`src/rtl/hw_accel_pkg.sv`:
```
// rtl/hw_accel_pkg.sv - shared types and constants for the frame sequencer
package hw_accel_pkg;

  typedef enum logic [2:0] {
    ST_IDLE,
    ST_XFER,
    ST_WAIT_DESC,
    ST_FLUSH,
    ST_DONE
  } sched_state_t;

  localparam logic [1:0] MODE_SOBEL  = 2'd0;
  localparam logic [1:0] MODE_DILATE = 2'd1;
  localparam logic [1:0] MODE_ERODE  = 2'd2;

  localparam logic [7:0] DEFAULT_THRESH = 8'd100;

endpackage

```
`src/rtl/hw_accel_frame_sched.sv`:
```
// rtl/hw_accel_frame_sched.sv - frame sequencer: config latch, chunked DMA pacing, flush reset
module hw_accel_frame_sched
  import hw_accel_pkg::*;
#(
  parameter int FRAME_WIDTH  = 640,
  parameter int FRAME_HEIGHT = 480,
  parameter int CHUNK_LEN    = 1920,
  parameter int FLUSH_CYCLES = 4,
  parameter int DESC_TIMEOUT = 65535
) (
  input  logic        clk,
  input  logic        rst,
  input  logic        start_i,
  input  logic        abort_i,
  input  logic [1:0]  mode_i,
  input  logic [7:0]  thresh_i,
  input  logic        beat_i,
  input  logic        desc_updated_i,
  output logic        wr_en_o,
  output logic        last_o,
  output logic [1:0]  mode_o,
  output logic [7:0]  thresh_o,
  output logic        accel_rst_o,
  output logic        busy_o,
  output logic        frame_done_o,
  output logic        err_o,
  output logic [15:0] frame_cnt_o
);

  localparam int NUM_CHUNKS = (FRAME_WIDTH * FRAME_HEIGHT) / CHUNK_LEN;
  localparam int BEAT_W     = (CHUNK_LEN > 1) ? $clog2(CHUNK_LEN) : 1;
  localparam int CHUNK_W    = (NUM_CHUNKS > 1) ? $clog2(NUM_CHUNKS) : 1;
  localparam int TO_W       = $clog2(DESC_TIMEOUT + 1);
  localparam int FLUSH_W    = $clog2(FLUSH_CYCLES + 1);

  localparam logic [BEAT_W-1:0]  BEAT_LAST  = BEAT_W'(CHUNK_LEN - 1);
  localparam logic [CHUNK_W-1:0] CHUNK_LAST = CHUNK_W'(NUM_CHUNKS - 1);
  localparam logic [TO_W-1:0]    TO_LAST    = TO_W'(DESC_TIMEOUT - 1);
  localparam logic [FLUSH_W-1:0] FLUSH_LAST = FLUSH_W'(FLUSH_CYCLES - 1);

  sched_state_t state, next_state;

  logic [BEAT_W-1:0]  beat_cnt;
  logic [CHUNK_W-1:0] chunk_cnt;
  logic [TO_W-1:0]    to_cnt;
  logic [FLUSH_W-1:0] flush_cnt;
  logic               desc_pend;
  logic               frame_ok;

  logic start_take, abort_take, chunk_wrap, final_chunk, desc_take, to_hit;

  always_ff @(posedge clk or posedge rst) begin
    if (rst) state <= ST_IDLE;
    else     state <= next_state;
  end

  always_comb begin
    next_state  = state;
    start_take  = 1'b0;
    abort_take  = 1'b0;
    chunk_wrap  = 1'b0;
    final_chunk = 1'b0;
    desc_take   = 1'b0;
    to_hit      = 1'b0;
    case (state)
      ST_IDLE: begin
        if (start_i) begin
          start_take = 1'b1;
          next_state = ST_XFER;
        end
      end
      ST_XFER: begin
        if (abort_i) begin
          abort_take = 1'b1;
          next_state = ST_FLUSH;
        end else if (beat_i && beat_cnt == BEAT_LAST) begin
          chunk_wrap = 1'b1;
          if (chunk_cnt == CHUNK_LAST) begin
            final_chunk = 1'b1;
            next_state  = ST_FLUSH;
          end else begin
            next_state = ST_WAIT_DESC;
          end
        end
      end
      ST_WAIT_DESC: begin
        // A completion already pending wins over a timeout on the same cycle.
        if (abort_i) begin
          abort_take = 1'b1;
          next_state = ST_FLUSH;
        end else if (desc_pend) begin
          desc_take  = 1'b1;
          next_state = ST_XFER;
        end else if (to_cnt == TO_LAST) begin
          to_hit     = 1'b1;
          next_state = ST_FLUSH;
        end
      end
      ST_FLUSH: begin
        if (flush_cnt == FLUSH_LAST) next_state = frame_ok ? ST_DONE : ST_IDLE;
      end
      ST_DONE:  next_state = ST_IDLE;
      default:  next_state = ST_IDLE;
    endcase
  end

  assign last_o = beat_i && (state == ST_XFER) && (beat_cnt == BEAT_LAST);

  always_ff @(posedge clk or posedge rst) begin
    if (rst) begin
      beat_cnt     <= '0;
      chunk_cnt    <= '0;
      to_cnt       <= '0;
      flush_cnt    <= '0;
      desc_pend    <= 1'b0;
      frame_ok     <= 1'b0;
      err_o        <= 1'b0;
      mode_o       <= MODE_SOBEL;
      thresh_o     <= DEFAULT_THRESH;
      frame_cnt_o  <= '0;
      wr_en_o      <= 1'b0;
      accel_rst_o  <= 1'b0;
      busy_o       <= 1'b0;
      frame_done_o <= 1'b0;
    end else begin
      if (start_take) begin
        beat_cnt  <= '0;
        chunk_cnt <= '0;
        desc_pend <= 1'b0;
        frame_ok  <= 1'b0;
        err_o     <= 1'b0;
        mode_o    <= mode_i;
        thresh_o  <= thresh_i;
      end else begin
        if (state == ST_XFER && beat_i && !abort_take)
          beat_cnt <= chunk_wrap ? '0 : beat_cnt + 1'b1;
        if (chunk_wrap)  chunk_cnt <= chunk_cnt + 1'b1;
        if (final_chunk) frame_ok  <= 1'b1;
        if (to_hit)      err_o     <= 1'b1;
        // Early completions during XFER are held until WAIT_DESC consumes them.
        if (state == ST_XFER || state == ST_WAIT_DESC)
          desc_pend <= (desc_pend && !desc_take) || (desc_updated_i && !abort_i);
      end

      to_cnt    <= (state == ST_WAIT_DESC && next_state == ST_WAIT_DESC) ? to_cnt + 1'b1 : '0;
      flush_cnt <= (state == ST_FLUSH) ? flush_cnt + 1'b1 : '0;

      if (state == ST_FLUSH && next_state == ST_DONE) frame_cnt_o <= frame_cnt_o + 1'b1;

      wr_en_o      <= (next_state == ST_XFER);
      accel_rst_o  <= (next_state == ST_FLUSH);
      busy_o       <= (next_state != ST_IDLE);
      frame_done_o <= (next_state == ST_DONE);
    end
  end

endmodule

```
`config.mk`:
```
export PLATFORM = sky130hd
export DESIGN_NAME = hw_accel_frame_sched
export DESIGN_NICKNAME = d
export VERILOG_FILES = /design/src/rtl/hw_accel_pkg.sv /design/src/rtl/hw_accel_frame_sched.sv
export SDC_FILE = /design/constraint.sdc
export NUM_CORES = 1
export LEC_CHECK = 0
export CORE_ASPECT_RATIO = 1.75
export CORE_UTILIZATION = 56
export CTS_CLUSTER_SIZE = 16
export DETAILED_ROUTE_END_ITERATION = 10
export DONT_BUFFER_PORTS = 1
export PLACE_DENSITY = 0.71
export SETUP_SLACK_MARGIN = 0.15
export SLEW_MARGIN = 20
export SYNTH_ARGS = -nofsm -noshare
export SYNTH_HDL_FRONTEND = slang
export SYNTH_SLANG_ARGS = --single-unit
```
`constraint.sdc`:
```
create_clock -name clk -period 2.1 [get_ports clk]
set_input_delay 0.105 -clock clk [delete_from_list [all_inputs] [get_ports clk]]
set_output_delay 0.105 -clock clk [all_outputs]
set_load 0.02 [all_outputs]
```
; ---- Word level (Yosys, flattened, before mapping)
; Index checks and enable logic that the tools add are counted.
[totals]
register_bits = 74
latch_bits = 0
mem_bits_rw = 0
mem_bits_ro = 0
wordCells = 93
memories = 0
[classes]
addsub = 5
mul = 0
div_mod_pow = 0
n_lt_le_gt_ge = 0
n_eq_ne = 11
n_shift = 0
mux = 41
n_bitwise = 0
n_reduce_logical = 21
[ops]
columns = op, n
row1 = 11-bit 2-to-1 mux, 3
row2 = "16-bit by 1-bit adder with 16-bit output, second input constant", 2
row3 = 3-bit 2-to-1 mux, 9
row4 = 1-bit 2-to-1 mux, 25
row5 = "16-bit == test, second input constant", 1
row6 = 16-bit 2-to-1 mux, 1
row7 = 8-bit 2-to-1 mux, 2
row8 = "3-bit by 2-bit == test with 1-bit output, second input constant", 5
row9 = 3-bit one-hot mux with 4 select lines, 1
row10 = "11-bit by 1-bit adder with 11-bit output, second input constant", 1
row11 = "11-bit == test, second input constant", 1
row12 = 2-bit nonzero test, 5
row13 = "8-bit by 1-bit adder with 8-bit output, second input constant", 1
row14 = "8-bit == test, second input constant", 1
row15 = 1-bit logical AND, 8
row16 = "3-bit by 1-bit == test with 1-bit output, second input constant", 2
row17 = "3-bit by 1-bit adder with 3-bit output, second input constant", 1
row18 = "3-bit == test, second input constant", 1
row19 = 1-bit logical NOT, 3
row20 = 3-bit logical NOT, 1
row21 = 3-bit nonzero test, 1
row22 = 1-bit logical OR, 2
row23 = 2-bit OR reduction, 1

; ---- Logic depth before layout (Yosys ltp)
; Gate-level depths: netlist of the first run.
[depth]
word_depth = 8
mapped_depth = 8
depth_no_buf = 6

; ---- Worst setup path after synthesis of the first run
; No wires, ideal clock.
[synth_path]
path_kind = reg2reg
start = register beat_cnt[0]
end = register chunk_cnt[6]
arrival_ns = 1.943
required_ns = 2.022
path_slack_ns = 0.079
stages_incl_launch_ff = 7
n_path_buf = 1
period_less_slack_ns = 2.021
cell_sequence = dfrtp_1 > ha_1 > nand3_1 > or4_1 > buf_2 > or4_1 > a21oi_1
[synth_between]
elab_chain_cells = 6
[synth_lines]
columns = item, line
row1 = "start, declared", hw_accel_frame_sched.sv:43  ; logic [BEAT_W-1:0] beat_cnt;
row2 = "start signal, assigned", hw_accel_frame_sched.sv:136  ; beat_cnt <= chunk_wrap ? '0 : beat_cnt + 1'b1;
row3 = 11-bit == test, hw_accel_frame_sched.sv:76  ; end else if (beat_i && beat_cnt == BEAT_LAST) begin
row4 = 1-bit logical AND, hw_accel_frame_sched.sv:76
row5 = 1-bit 2-to-1 mux, hw_accel_frame_sched.sv:76
row6 = 1-bit 2-to-1 mux, hw_accel_frame_sched.sv:73  ; if (abort_i) begin
row7 = 1-bit 2-to-1 mux, hw_accel_frame_sched.sv:65  ; case (state)
row8 = 2-bit nonzero test (no source line), --
row9 = "end signal, assigned", hw_accel_frame_sched.sv:137  ; if (chunk_wrap) chunk_cnt <= chunk_cnt + 1'b1;
row10 = "end, declared", hw_accel_frame_sched.sv:44  ; logic [CHUNK_W-1:0] chunk_cnt;
; No other way between the ends.
; A chain may end at the register's enable or synchronous reset.

; ---- Worst setup path after layout of the first run
[layout_path]
start = register beat_cnt[1]
end = output port last_o
[layout_between]
elab_chain_cells = 2
[layout_lines]
columns = item, line
row1 = 11-bit == test, hw_accel_frame_sched.sv:107  ; assign last_o = beat_i && (state == ST_XFER) && (beat_cnt == BEAT_LAST);
row2 = 1-bit logical AND, hw_accel_frame_sched.sv:107
row3 = "end, declared", hw_accel_frame_sched.sv:20  ; output logic last_o,
; No other way between the ends.

==> results of run 1 <==
[state kept, by name (all words and copies together), names as in the netlist, 2 cells and up]
signal       cells
beat_cnt        11
chunk_cnt        8
flush_cnt        3
frame_cnt_o     16
mode_o           2
state            3
thresh_o         8
to_cnt          16
[cell families after synthesis]
| kind of cell | after synthesis | synth area share, % |
|---|---|---|
| XOR/XNOR | 31 | 7.65 |
| multiplexers | 2 | 0.599 |
| flip-flops | 74 | 52.3 |
| AO/OA/AOI/OAI | 51 | 9.23 |
| AND/OR/NAND/NOR | 172 | 25.3 |
| buffers and inverters | 23 | 2.47 |
| adder cells (fa/ha/maj) | 7 | 2.47 |
[metrics by stage]
| step | setup WS [ps] | total power [W] | utilization (%) | std cells |
|---|---|---|---|---|
| after floorplan | 122 | 0.00255 | - | 360 |
| after global placement | 81.4 | 0.00283 | 61.5 | 449 |
| after detailed placement | 27.0 | 0.00286 | 61.5 | 449 |
| after CTS | 88.9 | 0.00430 | 69.2 | 487 |
| after global routing | 35.5 | 0.00455 | 71.5 | 493 |
| final | 91.8 | 0.00434 | 71.5 | 493 |
[worst max-delay path, stage by stage (launching register included)]
cell     delay (ps)
dfrtp_1         370
ha_2            190
nand3_2          70
or4_4           520
buf_6           170
nor2_4          100
buf_6           130
[metal layers]
metal	share of wire (%)	up-vias	GRT usage (%)
met5	0	-	0
met4	3.5	0	16.8
met3	4.5	19	6.04
met2	52	82	42.6
met1	40	1374	27.9
li1	-	1367	-
[layout make-up]
cell class / count / area, sq um
Timing Repair Buffer: 53 / 464
Multi-Input combinational cell: 263 / 1720
Tap cell: 80 / 100
Fill cell: 438 / 1760
Clock inverter: 6 / 113
Inverter: 7 / 30.0
Clock buffer: 10 / 138
Sequential cell: 74 / 1860
[cell usage after synthesis, types with 5 or more instances]
cell type	number
o31ai_1	7
a21oi_1	19
nand4_1	16
or3_1	5
and2_1	6
nor3_1	6
ha_1	7
dfrtp_1	71
xnor2_1	16
or4_1	7
nand3_1	20
nor2_1	31
xor2_1	15
o21ai_0	7
nand2_1	48
clkbuf_1	15
inv_1	7
[worst paths after layout]
path,from,end,slack [ps],cells after the start
min in group asynchronous,rst,frame_cnt_o[14],220,2
setup / recovery,beat_cnt[1],last_o,90,6
max in group asynchronous,rst,thresh_o[5],1210,3
hold / removal,abort_i,state[0],60,3
setup reg to reg,beat_cnt[1],chunk_cnt[2],100,6
hold reg to reg,flush_cnt[0],flush_cnt[0],440,1
[timing repair]
action / CTS / global route
gates resized for setup: 7 / 26
hold buffers: 14 / 0
endpoints found under the hold margin: 65 / 0
pin swaps: 9 / 11
cloned: 1 / 0
endpoints found under the setup margin: 10 / 21
buffers inserted: 7 / 6
[power groups by stage]
stage	clock network, W	registers (W)	logic, W
after CTS	0.00142	0.00200	0.000875
after global routing	0.00145	0.00204	0.00105
after detailed placement	0	0.00203	0.000829
final	0.00137	0.00201	0.000954
after global placement	0	0.00202	0.000802
after floorplan	0	0.00198	0.000569
==> results_dict.tcl, run 1 <==
set metrics [dict create \
    status "completed" \
    clockBufferDepth 2 \
    synthCells 360 \
    cts.clk_slew.worst_paths_ps 80 \
    grt_pass1_vias 2897 \
    crit_required_ps 2000 \
    synthArstFlopShare_pct 100 \
    critPathMaxFanout 7 \
    ys_seq_area_share_pct 52.3 \
    cp-start-kind "flop" \
    antenna_cells 0 \
    place_congestion 0.829 \
    worst-slew-pin-transition_ps 527 \
    power_density_mw_per_mm2 981 \
    min_period_ps 2010 \
    hpwlAfterDp_um 5020 \
    rsz0062_at_grt "yes" \
    power_frac_seq_pct 46.4 \
    grt_usage_pct 25.2 \
    core_sq_mm 0.00618 \
    port_buffers 0 \
    max_clock_freq_ghz 0.498 \
    fin_setup_tns_ps 0 \
    yosys_warnings 0 \
    die-area_sq_mm 0.00668 \
    grt_pass1_wl_um 12800 \
    die_h_um 107 \
    cp-end-kind "primary output" \
    design_area_sq_mm 0.00442 \
    dr.pass1.iters 4 \
    synthTopCellsByArea "dfrtp_1 50%, nand2_1 5.1%, xnor2_1 3.9%" \
    slew_viol_final 0 \
    hold_violations 0 \
    fin_crit_sh_pct 95.6 \
    clk_latency_ps 360 \
    p_sw_w 0.00139 \
    crit_arrival_ps 1900 \
    numCtsBuffers 9 \
    yosys.area.top_type_share_pct 50.0 \
    hp-class "primary input to flop" \
    ys_types 51 \
    maxCapViolCount 0 \
    cts_sinks 74 \
    holdWs_ps 64.1 \
    synth_top_area_cell "dfrtp_1" \
    drt_iter0_markers 237 \
    synth-edff-count 0 \
    synth_area_sq_mm 0.00355 \
    p_leak_nw 1.92 \
    switching_share_pct 32.1 \
    areaGrowthSynthToFinish_pct 24.5 \
    nNetsFinal 431 \
    syn_nets 383 \
    slew_headroom_pct 64.0 \
    rows 38 \
    start_util_pct 57.4 \
    power.share.combinational_pct 22.0 \
    layout-drive-gt1-share_pct 21.3 \
    cts_tree "yes" \
    vias_per_cell 5.76 \
    syn_area_per_cell_sq_um 9.86 \
    die_w_um 62.2 \
    ioPinCount 48 \
    grt_overflow 0 \
    final_common_cell "dfrtp_1" \
    routed-via-count 2842 \
    htreeDepth 3 \
    peakVddDrop_uv 786 \
    antenna_found_initial 0 \
    dpl-instance-area_sq_mm 0.00380 \
    synth-seq-cells 74 \
    post_drt_wl_per_cell_um 16.0 \
    crit_type "flop to primary output" \
    ctsRootBufferMaster "clkbuf_8" \
    ant_nets 0 \
    remaining_drc_errors 0 \
    p_int_w 0.00294 \
    grt_start_max_net_pins 36 \
    wl_um 7870 \
    finalSetupViolations 0 \
    synth_flop_cell "dfrtp_1" \
    final_cell_mix "69 x dfrtp_1, 47 x nand2_1, 33 x buf_4" \
    clock_skew_ps 8.39 \
    clock_power_share_pct 31.6 \
]
No activity file was read; power rests on OpenSTA's default activity.
==> inputs of run 2 (changes only) <==
--- a/config.mk
+++ b/config.mk
@@ -5,6 +5,7 @@
 export SDC_FILE = /design/constraint.sdc
 export NUM_CORES = 1
 export LEC_CHECK = 0
+export ABC_AREA = 1
 export CORE_ASPECT_RATIO = 1.75
 export CORE_UTILIZATION = 56
 export CTS_CLUSTER_SIZE = 16
==> run 2 against run 1 <==
Net effect: final cell count grew 9.1%; count of clock-buffer cells in the layout grew 3; maximum frequency grew 15%; core utilization shrank 5.9 points; wire length shrank 5.0%; register-to-register slack gained 250 ps; flip-flop and latch count is the same; synthesized cell count grew 18%; clock skew shrank 2.7 ps; critical path depth is the same.
==> results_dict.tcl, run 2 <==
set metrics [dict create \
    power_density_mw_per_mm2 1020 \
    rows 39 \
    final_cell_mix "101 x nand2_1, 71 x dfrtp_1, 57 x nor2_1" \
    top_regs "frame_cnt_o (16), to_cnt (16), beat_cnt (11)" \
    holdWs_ps 13.1 \
    clockBufferDepth 2 \
    hold_path_depth 2 \
    syn_area_per_cell_sq_um 8.79 \
    yosys_warnings 0 \
    nNetsFinal 474 \
    syn_nets 449 \
    slew_headroom_pct 73.2 \
    n_fill_cell 535 \
    rsz0062_at_grt "no" \
    synth_flop_cell "dfrtp_1" \
    min_period_ps 1750 \
    htreeDepth 3 \
    whs_endpoint "desc_pend" \
    cts_tree "yes" \
    slew_viol_final 0 \
    ff2ff_path_depth 6 \
    path_buf_inv 2 \
    drt_iter0_markers 120 \
    wl_um 7470 \
    start_util_pct 57.7 \
    dpl-instance-area_sq_mm 0.00386 \
    synth_top_area_cell "dfrtp_1" \
    use_met2_pct 44.0 \
    core_sq_mm 0.00649 \
    hp-class "primary input to flop" \
    numCtsBuffers 9 \
    antenna_cells 0 \
    grt_pass1_vias 2872 \
    cts.clk_slew.worst_paths_ps 60 \
    synthTopCellsByArea "dfrtp_1 47%, nand2_1 10%, nor2_1 5.7%" \
    clk_latency_ps 330 \
    design_area_sq_mm 0.00426 \
    die_w_um 63.8 \
    cp-start-kind "flop" \
    cp-end-kind "flop" \
    vias_per_cell 5.27 \
    critPathMaxFanout 4 \
    grt_usage_pct 23.5 \
    worst-slew-pin-transition_ps 400 \
    fin_crit_sh_pct 83.1 \
    use_met3_pct 5.14 \
    grt_pass1_wl_um 12500 \
    worst_path_largest_cell_delay_ps 580 \
    grt_start_max_net_pins 39 \
    hp-start "abort_i" \
    dr.pass1.iters 5 \
    yosys.area.top_type_share_pct 47.5 \
    reg2reg_slack_ps 350 \
    final_common_cell "nand2_1" \
    crit_required_ps 2360 \
    port_buffers 0 \
    layout-drive-gt1-share_pct 12.3 \
    grt-busiest-layer "met2" \
    grt_util_met1_pct 23.8 \
    synth.most_common_cell "nand2_1" \
    hold_violations 0 \
    ioPinCount 48 \
    crit_arrival_ps 2010 \
    postCtsSetupRepairBufs 0 \
    routed-via-count 2833 \
    ys_top_cells_by_count "101 x nand2_1, 71 x dfrtp_1, 57 x nor2_1, 41 x inv_1, 26 x nand3_1" \
    synthCells 426 \
    final_core_util_pct 65.7 \
    crit_family "buffers and inverters" \
    die-area_sq_mm 0.00703 \
    status "completed" \
    max_clock_freq_ghz 0.573 \
    finalPower_w 0.00436 \
    peakVddDrop_uv 701 \
    synth_area_sq_mm 0.00374 \
    crit_type "flop to flop" \
    remaining_drc_errors 0 \
    die_h_um 110 \
    crit_slowest_cell "dlygate4sd3_1" \
    maxCapViolCount 0 \
    place_congestion 0.833 \
    clock_skew_ps 5.71 \
    r2r_end "desc_pend" \
    synthArstFlopShare_pct 100 \
    hpwlAfterDp_um 5150 \
    r2r_start "state[1]" \
    ys_seq_area_share_pct 49.6 \
    grt_overflow 0 \
    ys_types 33 \
    areaGrowthSynthToFinish_pct 13.8 \
    fin_setup_tns_ps 0 \
    ant_nets 0 \
    path_cells "nor2_2, nand2_1, inv_1, o211ai_1, dlygate4sd3_1, a21oi_1" \
    synth-seq-cells 74 \
    ctsRootBufferMaster "clkbuf_16" \
    post_drt_wl_per_cell_um 13.9 \
    antenna_found_initial 0 \
    finalSetupViolations 0 \
    p_leak_nw 1.97 \
    cts_sinks 74 \
    synth-edff-count 0 \
]
==> run 2: changes by cell type after synthesis, sizes merged, moves of 8 or more <==
cell,delta
nor2,+39
clkbuf,-15
nand4,-9
nand3,+8
nor3,+9
inv,+40
nand2,+59
xor2,+8
a21oi,-10
==> run 2: cell type report <==
cell class	count	area, sq um	area share [%]
Multi-Input combinational cell	299	1670	39.1
Inverter	47	180	4.23
Tap cell	82	103	2.41
Clock buffer	13	240	5.64
Clock inverter	3	17.5	0.411
Timing Repair Buffer	20	198	4.64
Sequential cell	74	1860	43.5
==> run 2: power breakdown <==
group          total [W]  switching, W  internal, W
Clock            0.00134      0.000547     0.000796
Combinational   0.000954      0.000636     0.000318
Sequential       0.00206      0.000359      0.00171
Total            0.00436       0.00154      0.00282
==> run 2: logic make-up after synthesis <==
family | synth area share, %
and+or+nand+nor | 30.0
xor gates and xnor gates | 8.42
DFF | 49.6
buffers and inverters | 5.88
AOI/OAI and AO/OA | 3.81
adders and majority gates | 2.34
==> run 2: what timing repair did <==
action | CTS | global route
hold buffers | 14 | 0
hold endpoints to repair | 66 | 0
gates resized for setup | 0 | 0
==> run 2: worst max path at each step <==
stage,end,startpoint,cells after the start,slack (ps)
final,desc_pend,state[1],6,350
after global routing,frame_cnt_o[14],frame_cnt_o[0],7,220
after CTS,to_cnt[3],to_cnt[7],8,350
after detailed placement,to_cnt[2],beat_cnt[0],10,380
after global placement,frame_cnt_o[14],frame_cnt_o[0],7,430
after floorplan,frame_cnt_o[14],frame_cnt_o[0],7,610
==> run 2: through the flow <==
step           std cells  setup WS, ps
2_1_floorplan        426           610
3_3_place_gp         508           428
3_5_place_dp         508           382
4_1_cts              538           353
5_1_grt              538           220
6_report             538           354
==> run 2: metal layers <==
metal | share of wire [%] | vias to the layer above
met5 | 0 | -
met4 | 2.3 | 0
met3 | 3.5 | 14
met2 | 55 | 57
met1 | 39 | 1376
li1 | - | 1386
